**src/rtl/gpio_pkg.sv**
```systemverilog
// Shared definitions for the GPIO input conditioner: the register map
// address type and the four register addresses.
package gpio_pkg;

  typedef logic [1:0] gpio_addr_t;

  localparam gpio_addr_t GPIO_ADDR_VALUE   = 2'd0;  // debounced pin levels, read-only
  localparam gpio_addr_t GPIO_ADDR_RISE_EN = 2'd1;  // per-bit rising-edge event enable
  localparam gpio_addr_t GPIO_ADDR_FALL_EN = 2'd2;  // per-bit falling-edge event enable
  localparam gpio_addr_t GPIO_ADDR_STATUS  = 2'd3;  // sticky edge events, write-1-to-clear

endpackage

```
**src/rtl/gpio_in_filter.sv**
```systemverilog
// Single-pin conditioner: two-flop synchronizer followed by an optional
// debounce filter. Build option: GPIO_IN_DEBOUNCE_EN compiles in the
// debounce counter; without it the stable level simply follows sync2.
module gpio_in_filter #(
  parameter int DEBOUNCE_BITS = 4
) (
  input  logic clk,
  input  logic rst,
  input  logic pin,
  output logic stable
);

  logic sync1;
  logic sync2;

  // Bring the asynchronous pin into the clk domain before anything looks at it.
  always_ff @(posedge clk) begin
    if (rst) begin
      sync1 <= 1'b0;
      sync2 <= 1'b0;
    end else begin
      sync1 <= pin;
      sync2 <= sync1;
    end
  end

`ifdef GPIO_IN_DEBOUNCE_EN
  logic [DEBOUNCE_BITS-1:0] count;

  // Count consecutive cycles where the synchronized level disagrees with the
  // stable level; flip only after 2^DEBOUNCE_BITS such cycles in a row.
  always_ff @(posedge clk) begin
    if (rst) begin
      count  <= '0;
      stable <= 1'b0;
    end else if (sync2 == stable) begin
      count <= '0;
    end else if (count == {DEBOUNCE_BITS{1'b1}}) begin
      stable <= ~stable;
      count  <= '0;
    end else begin
      count <= count + 1'b1;
    end
  end
`else
  // Filter length has no meaning without the counter.
  localparam int unused_debounce_bits = DEBOUNCE_BITS;

  // No filtering: the stable level is the synchronized level one cycle later.
  always_ff @(posedge clk) begin
    if (rst) begin
      stable <= 1'b0;
    end else begin
      stable <= sync2;
    end
  end
`endif

endmodule

```
**src/rtl/gpio_in_conditioner.sv**
```systemverilog
// GPIO input conditioner: WIDTH pins are synchronized and (optionally)
// debounced, edges on the stable levels raise sticky STATUS bits under
// RISE_EN/FALL_EN masks, and irq reflects any pending STATUS bit.
// Build option: GPIO_IN_DEBOUNCE_EN enables the per-pin debounce counters.
//
// Register port handshake: req_valid is a one-cycle strobe accepted every
// cycle with no backpressure; exactly one cycle later rsp_valid pulses with
// rsp_data holding the read value as of the request cycle (0 for writes).
// A request in a cycle where rst is high is discarded.
module gpio_in_conditioner
  import gpio_pkg::*;
#(
  parameter int WIDTH         = 8,
  parameter int DEBOUNCE_BITS = 4
) (
  input  logic             clk,
  input  logic             rst,
  input  logic [WIDTH-1:0] input_pins,
  input  logic             req_valid,
  input  logic             req_wr,
  input  logic [1:0]       req_addr,
  input  logic [WIDTH-1:0] req_wdata,
  output logic             rsp_valid,
  output logic [WIDTH-1:0] rsp_data,
  output logic             irq
);

  logic [WIDTH-1:0] stable;
  logic [WIDTH-1:0] stable_d;
  logic [WIDTH-1:0] rise_en;
  logic [WIDTH-1:0] fall_en;
  logic [WIDTH-1:0] status;
  logic [WIDTH-1:0] edge_ev;
  logic [WIDTH-1:0] status_clr;
  logic [WIDTH-1:0] rd_data;
  logic             wr_rise;
  logic             wr_fall;
  logic             wr_status;

  for (genvar g = 0; g < WIDTH; g++) begin : g_pin
    gpio_in_filter #(
      .DEBOUNCE_BITS(DEBOUNCE_BITS)
    ) u_filter (
      .clk   (clk),
      .rst   (rst),
      .pin   (input_pins[g]),
      .stable(stable[g])
    );
  end

  assign wr_rise   = req_valid && req_wr && (req_addr == GPIO_ADDR_RISE_EN);
  assign wr_fall   = req_valid && req_wr && (req_addr == GPIO_ADDR_FALL_EN);
  assign wr_status = req_valid && req_wr && (req_addr == GPIO_ADDR_STATUS);

  assign status_clr = wr_status ? req_wdata : '0;

  // Edges are seen one cycle after the stable level flips, against the
  // masks currently held (a mask write affects the following cycle onward).
  assign edge_ev = (stable & ~stable_d & rise_en) | (~stable & stable_d & fall_en);

  // Read mux over the register map, using pre-edge register contents.
  always_comb begin
    rd_data = '0;
    case (req_addr)
      GPIO_ADDR_VALUE:   rd_data = stable;
      GPIO_ADDR_RISE_EN: rd_data = rise_en;
      GPIO_ADDR_FALL_EN: rd_data = fall_en;
      GPIO_ADDR_STATUS:  rd_data = status;
      default:           rd_data = '0;
    endcase
  end

  // Control/status registers; a new edge event overrides a same-cycle clear.
  always_ff @(posedge clk) begin
    if (rst) begin
      stable_d <= '0;
      rise_en  <= '0;
      fall_en  <= '0;
      status   <= '0;
      irq      <= 1'b0;
    end else begin
      stable_d <= stable;
      if (wr_rise) rise_en <= req_wdata;
      if (wr_fall) fall_en <= req_wdata;
      status <= (status & ~status_clr) | edge_ev;
      irq    <= |status;
    end
  end

  // Response one cycle after every accepted request; VALUE writes are just acknowledged.
  always_ff @(posedge clk) begin
    if (rst) begin
      rsp_valid <= 1'b0;
      rsp_data  <= '0;
    end else begin
      rsp_valid <= req_valid;
      rsp_data  <= (req_valid && !req_wr) ? rd_data : '0;
    end
  end

endmodule

```
**config.mk**
```make
export PLATFORM = sky130hd
export DESIGN_NAME = gpio_in_conditioner
export DESIGN_NICKNAME = d
export VERILOG_FILES = /design/src/rtl/gpio_pkg.sv /design/src/rtl/gpio_in_filter.sv /design/src/rtl/gpio_in_conditioner.sv
export SDC_FILE = /design/constraint.sdc
export NUM_CORES = 1
export LEC_CHECK = 0
export BUFFER_PORTS_ARGS = -buffer_cell sky130_fd_sc_hd__buf_2
export CORE_MARGIN = 10
export CORE_UTILIZATION = 50
export DETAILED_ROUTE_END_ITERATION = 10
export PLACE_DENSITY_LB_ADDON = 0.08
export SLEW_MARGIN = 40
export SYNTH_ARGS = -nofsm -noshare
export SYNTH_HDL_FRONTEND = slang
export SYNTH_SLANG_ARGS = --single-unit
```
**constraint.sdc**
```tcl
create_clock -name clk -period 1.13 [get_ports clk]
set_input_delay 0.226 -clock clk [delete_from_list [all_inputs] [get_ports clk]]
set_output_delay 0.226 -clock clk [all_outputs]
set_load 0.05 [all_outputs]
```
* Word level (Yosys, flattened, before mapping) *
Cells that the tools add are included.

word-level totals
  register bits = 66
  bits of input ports = 22
  output and inout port bits = 10

operators by class
  equality and inequality tests = 3
  multiplexer cells = 2
  bitwise logic cells = 11
  reductions and logical operators = 9

operators with widths
  kind                                                 count
  bitwise AND 8 bit                                    5
  case mux 8 bit (4 select lines)                      1
  inverter 8 bit                                       3
  OR 8 bit                                             2
  2-to-1 mux 8 bit                                     1
  OR reduction 8 bit                                   1
  logical AND 1 bit                                    5
  equality test 2 bit, second input constant           2
  equality test 2 x 1 -> 1 bit, second input constant  1
  logical NOT 2 bit                                    1
  OR reduction 2 bit                                   1
  logical NOT 1 bit                                    1
  inverter 1 bit                                       1

* Longest topological paths before layout *
  depth after elaboration = 6
  depth in mapped cells = 4

* Modules after synthesis *
From an unflattened synthesis, not the netlist that was laid out.

second synthesis, totals
  cells, all modules = 219
  area total of the unflattened synthesis = 2323.5 um^2

modules (own cells, without submodules)
  module               instances  cells each  area each (um^2)  seq. area each (um^2)
  gpio_in_conditioner  1          171         1692.9            840.8
  gpio_in_filter       8          6           78.8              60.1

* Worst setup path after synthesis *
Ideal clock, no wire load.

  kind = input to register
  start = in req_addr[0]
  end = reg rsp_data[0]
  setup time = 123 ps
  data arrival time = 973 ps
  data required time = 1007 ps
  path slack = 34 ps
  cell stages on the path = 3
  path buffers = 1
  cell sequence = buf_6 > mux4_2 > nor2b_4

on the way
  longest elaborated chain between the ends = 2
  elaborated cells between the ends (all ways) = 5
  those cells by class = 3 x eq/ne; 1 x mux; 1 x reduce/logical

ends and longest elaborated chain
  what                                               line                       text
  start, declared                                    gpio_in_conditioner.sv:21  input logic [1:0] req_addr,
  equality test 2 bit, or another cell as far along  gpio_in_conditioner.sv:64  case (req_addr)
  case mux 8 bit (4 select lines) (*)                gpio_in_conditioner.sv:64
  end signal, assigned                               gpio_in_conditioner.sv:97  rsp_data <= (req_valid && !req_wr) ? rd_data : '0;
  end, declared                                      gpio_in_conditioner.sv:24  output logic [WIDTH-1:0] rsp_data,

Every way passes the cells marked *; elsewhere a longest branch is shown, timed or not.
A chain may end at the register's enable or synchronous reset.

* Worst setup path after layout *
  start = reg rsp_valid
  end = out rsp_valid

RTL lines
  what                    line                       text
  start, declared         gpio_in_conditioner.sv:23  output logic rsp_valid,
  start signal, assigned  gpio_in_conditioner.sv:96  rsp_valid <= req_valid;

No word-level cell between the ends.

==> run metrics <==
status=complete, no violations; drt initial violations=103; area leader, netlist=dfxtp_1; Comb pwr share=5.2%; relative slew slack=73.1%; clock buffer depth=2; clk_skew=0.00932 ns; Vias=1672; Finished Cell Area=2880 µm²; share of the synthesized area in the top cell type=56.6%; Startpoint Class=register; die width=88.4 µm; gr ovfl total=0; count of antenna diodes in the layout=0; setup TNS=0 ns; R2R setup slack=0.06 ns; Clock Sinks=66; Slew @ Worst Pin=0.403 ns; WP buf/inv=1; Seq cells post-synth=66; Synth Instances=222; period utilisation layout=96.1%; Reg power frac=49.9%; Core Area=4440 µm²; vias in the first global route=1609; CP Capture Type=output port; sequential area share after synthesis=56.6%; GPL Wtd Cong=0.829; Critical-path top delay cell=dfxtp_1; clock network latency to the later pin of the worst-skew pair=0.34 ns; die area=7810 µm²; clock-pin slew of the registers on the worst-case setup and hold paths=0.07 ns; first-pass GRT wire length=7760 µm; PortBufs=31; Layout Nets=293; Avg Synthesized Cell Area=10.5 µm²; num ports=32; Cell variety after synth=23; minimum clock period=1.09 ns; Root Buffer=clkbuf_8; PwrDens=1680 nW/µm²; dpl hpwl=3390 µm; Initial Util=52.6%; 1st-pass router iterations=4; Synth Warn #=0; # DRC=0; capture point of the worst path=rsp_valid; Area Growth Syn to Fin=23.1%; min-delay src=input_pins[1]; routed vias/inst=5.10; Max Clk Rate=921 MHz; WL final=4790 µm; per-cell routed wire length=14.6 µm; largest net degree at the start of global routing=30; critical path type=register to output port; initial antenna violation count=0; Slew Limit Fails=0; final setup vio count=0; Worst IR Drop VDD=0.000994 V; top post-synthesis cells by area=dfxtp_1 57%, nor2b_1 11%, mux4_2 6.7%; syn_nets=244; H-tree depth=3; CTS tree=done; CTS Buf Count=9; RSZ-0062 raised after global routing=no; ANT nets after route=0; GRT Util Overall=13.1%; max incr delay on CP=0.31 ns; Die H=88.4 µm; layout cells sized above 1=26.1%; CP required=0.90 ns; sw power=1.03 mW; final hold vios=0; Hold Slack=0.0989 ns; critical-path maximum fanout=1; Pwr Total=4.82 mW; Critical Path AT=0.86 ns; row cnt=24; switch share=21.3%; clock share of power=44.9%; CP Launch Point=rsp_valid; dpl cell area=2630 µm²; hold_buf cts=0; Synth Cell Area=2340 µm²; Leak Pwr=1.13 nW; crit path cell chain=clkbuf_4; max_cap viols=0; Hold Path Class=primary input to register; R2R depth=2; CP top delay family=flip-flops; RR Endpoint=rsp_data[0]; internal power=3.80 mW; reg2reg start=g_pin[0].u_filter.stable; WP depth=1
-- how the worst min path moves through the flow --
stage / endpoint / slack, ns / cells after the start
floorplan: rsp_valid / 0.31 / 1
global placement: g_pin[3].u_filter.sync2 / 0.42 / 1
detailed placement: g_pin[3].u_filter.stable / 0.42 / 1
CTS: g_pin[2].u_filter.sync1 / 0.09 / 2
global route: g_pin[1].u_filter.sync1 / 0.11 / 2
finish: g_pin[1].u_filter.sync1 / 0.1 / 2
-- metal layers --
metal  vias up  wire length, µm  track usage (%)
met4         0               81             7.93
met1       776             2340             16.0
li1        848                -                -
met5         -                0                0
met3         8              266             4.41
met2        40             2100             19.8
-- what timing repair did --
action | CTS | global route
endpoints found under the setup margin | 3 | 7
resized for setup | 3 | 7
setup buffers | 0 | 0
-- area by class of cell --
cell class                 count  area, µm²
inverter                       8       30.0
multi-input combinational    138        932
sequential                    66       1320
clock inverter                 5       77.6
tap                           52       65.1
timing repair buffer          48        308
clock buffer                  11        141
fill                         378       1570
-- state kept, by name, summed over array words and instances (netlist names) --
register,cells
fall_en,8
g_pin.u_filter.stable,8
g_pin.u_filter.sync1,8
g_pin.u_filter.sync2,8
rise_en,8
rsp_data,8
stable_d,8
status,8
irq,1
rsp_valid,1
-- synth_stat cells, drive strengths merged --
| cell | n |
|---|---|
| mux4 | 8 |
| buf | 4 |
| inv | 8 |
| and4b | 2 |
| o21ai | 8 |
| nand3b | 16 |
| nand4b | 2 |
| nor4 | 2 |
| dfxtp | 66 |
| nand2 | 32 |
| nand4 | 1 |
| a21oi | 17 |
| nand2b | 1 |
| a31oi | 8 |
| clkbuf | 6 |
| nor2b | 41 |
-- cells in the final DEF (no fill, tap or decap), types with 2 or more instances in the layout --
cell | Yosys | final
a21oi_1 | 17 | 17
a31oi_1 | 8 | 8
and4b_1 | 2 | 2
buf_2 | 1 | 21
buf_4 | 1 | 20
bufinv_16 | 0 | 2
clkbuf_4 | 0 | 7
clkbuf_8 | 0 | 10
clkinv_2 | 0 | 2
dfxtp_1 | 66 | 66
inv_1 | 8 | 8
mux4_2 | 7 | 7
nand2_1 | 32 | 32
nand3b_1 | 16 | 16
nor2b_1 | 40 | 40
nor4_1 | 2 | 2
o21ai_0 | 8 | 8
-- stage by stage --
step           setup WS [ns]  instances  util [%]
2_1_floorplan         0.0341        222         -
3_3_place_gp          -0.227        312      59.2
3_5_place_dp          -0.237        312      59.2
4_1_cts             0.000290        328      64.3
5_1_grt              0.00107        328      64.7
6_report              0.0440        328      64.7
-- kinds of logic after synthesis --
family | after synthesis | share of synthesized area [%]
AOI/OAI and AO/OA | 33 | 7.50
and+or+nand+nor | 97 | 24.5
buffers and inverters | 18 | 3.53
DFF | 66 | 56.6
muxes | 8 | 7.87
-- power by group through the flow --
stage          Sequential, mW  Combinational, mW  Clock [mW]
2_1_floorplan            2.46              0.133           0
3_3_place_gp             2.46              0.247           0
3_5_place_dp             2.46              0.250           0
4_1_cts                  2.41              0.251        2.21
5_1_grt                  2.41              0.277        2.31
6_report                 2.41              0.251        2.17
No activity file was read; power rests on OpenSTA's default activity.
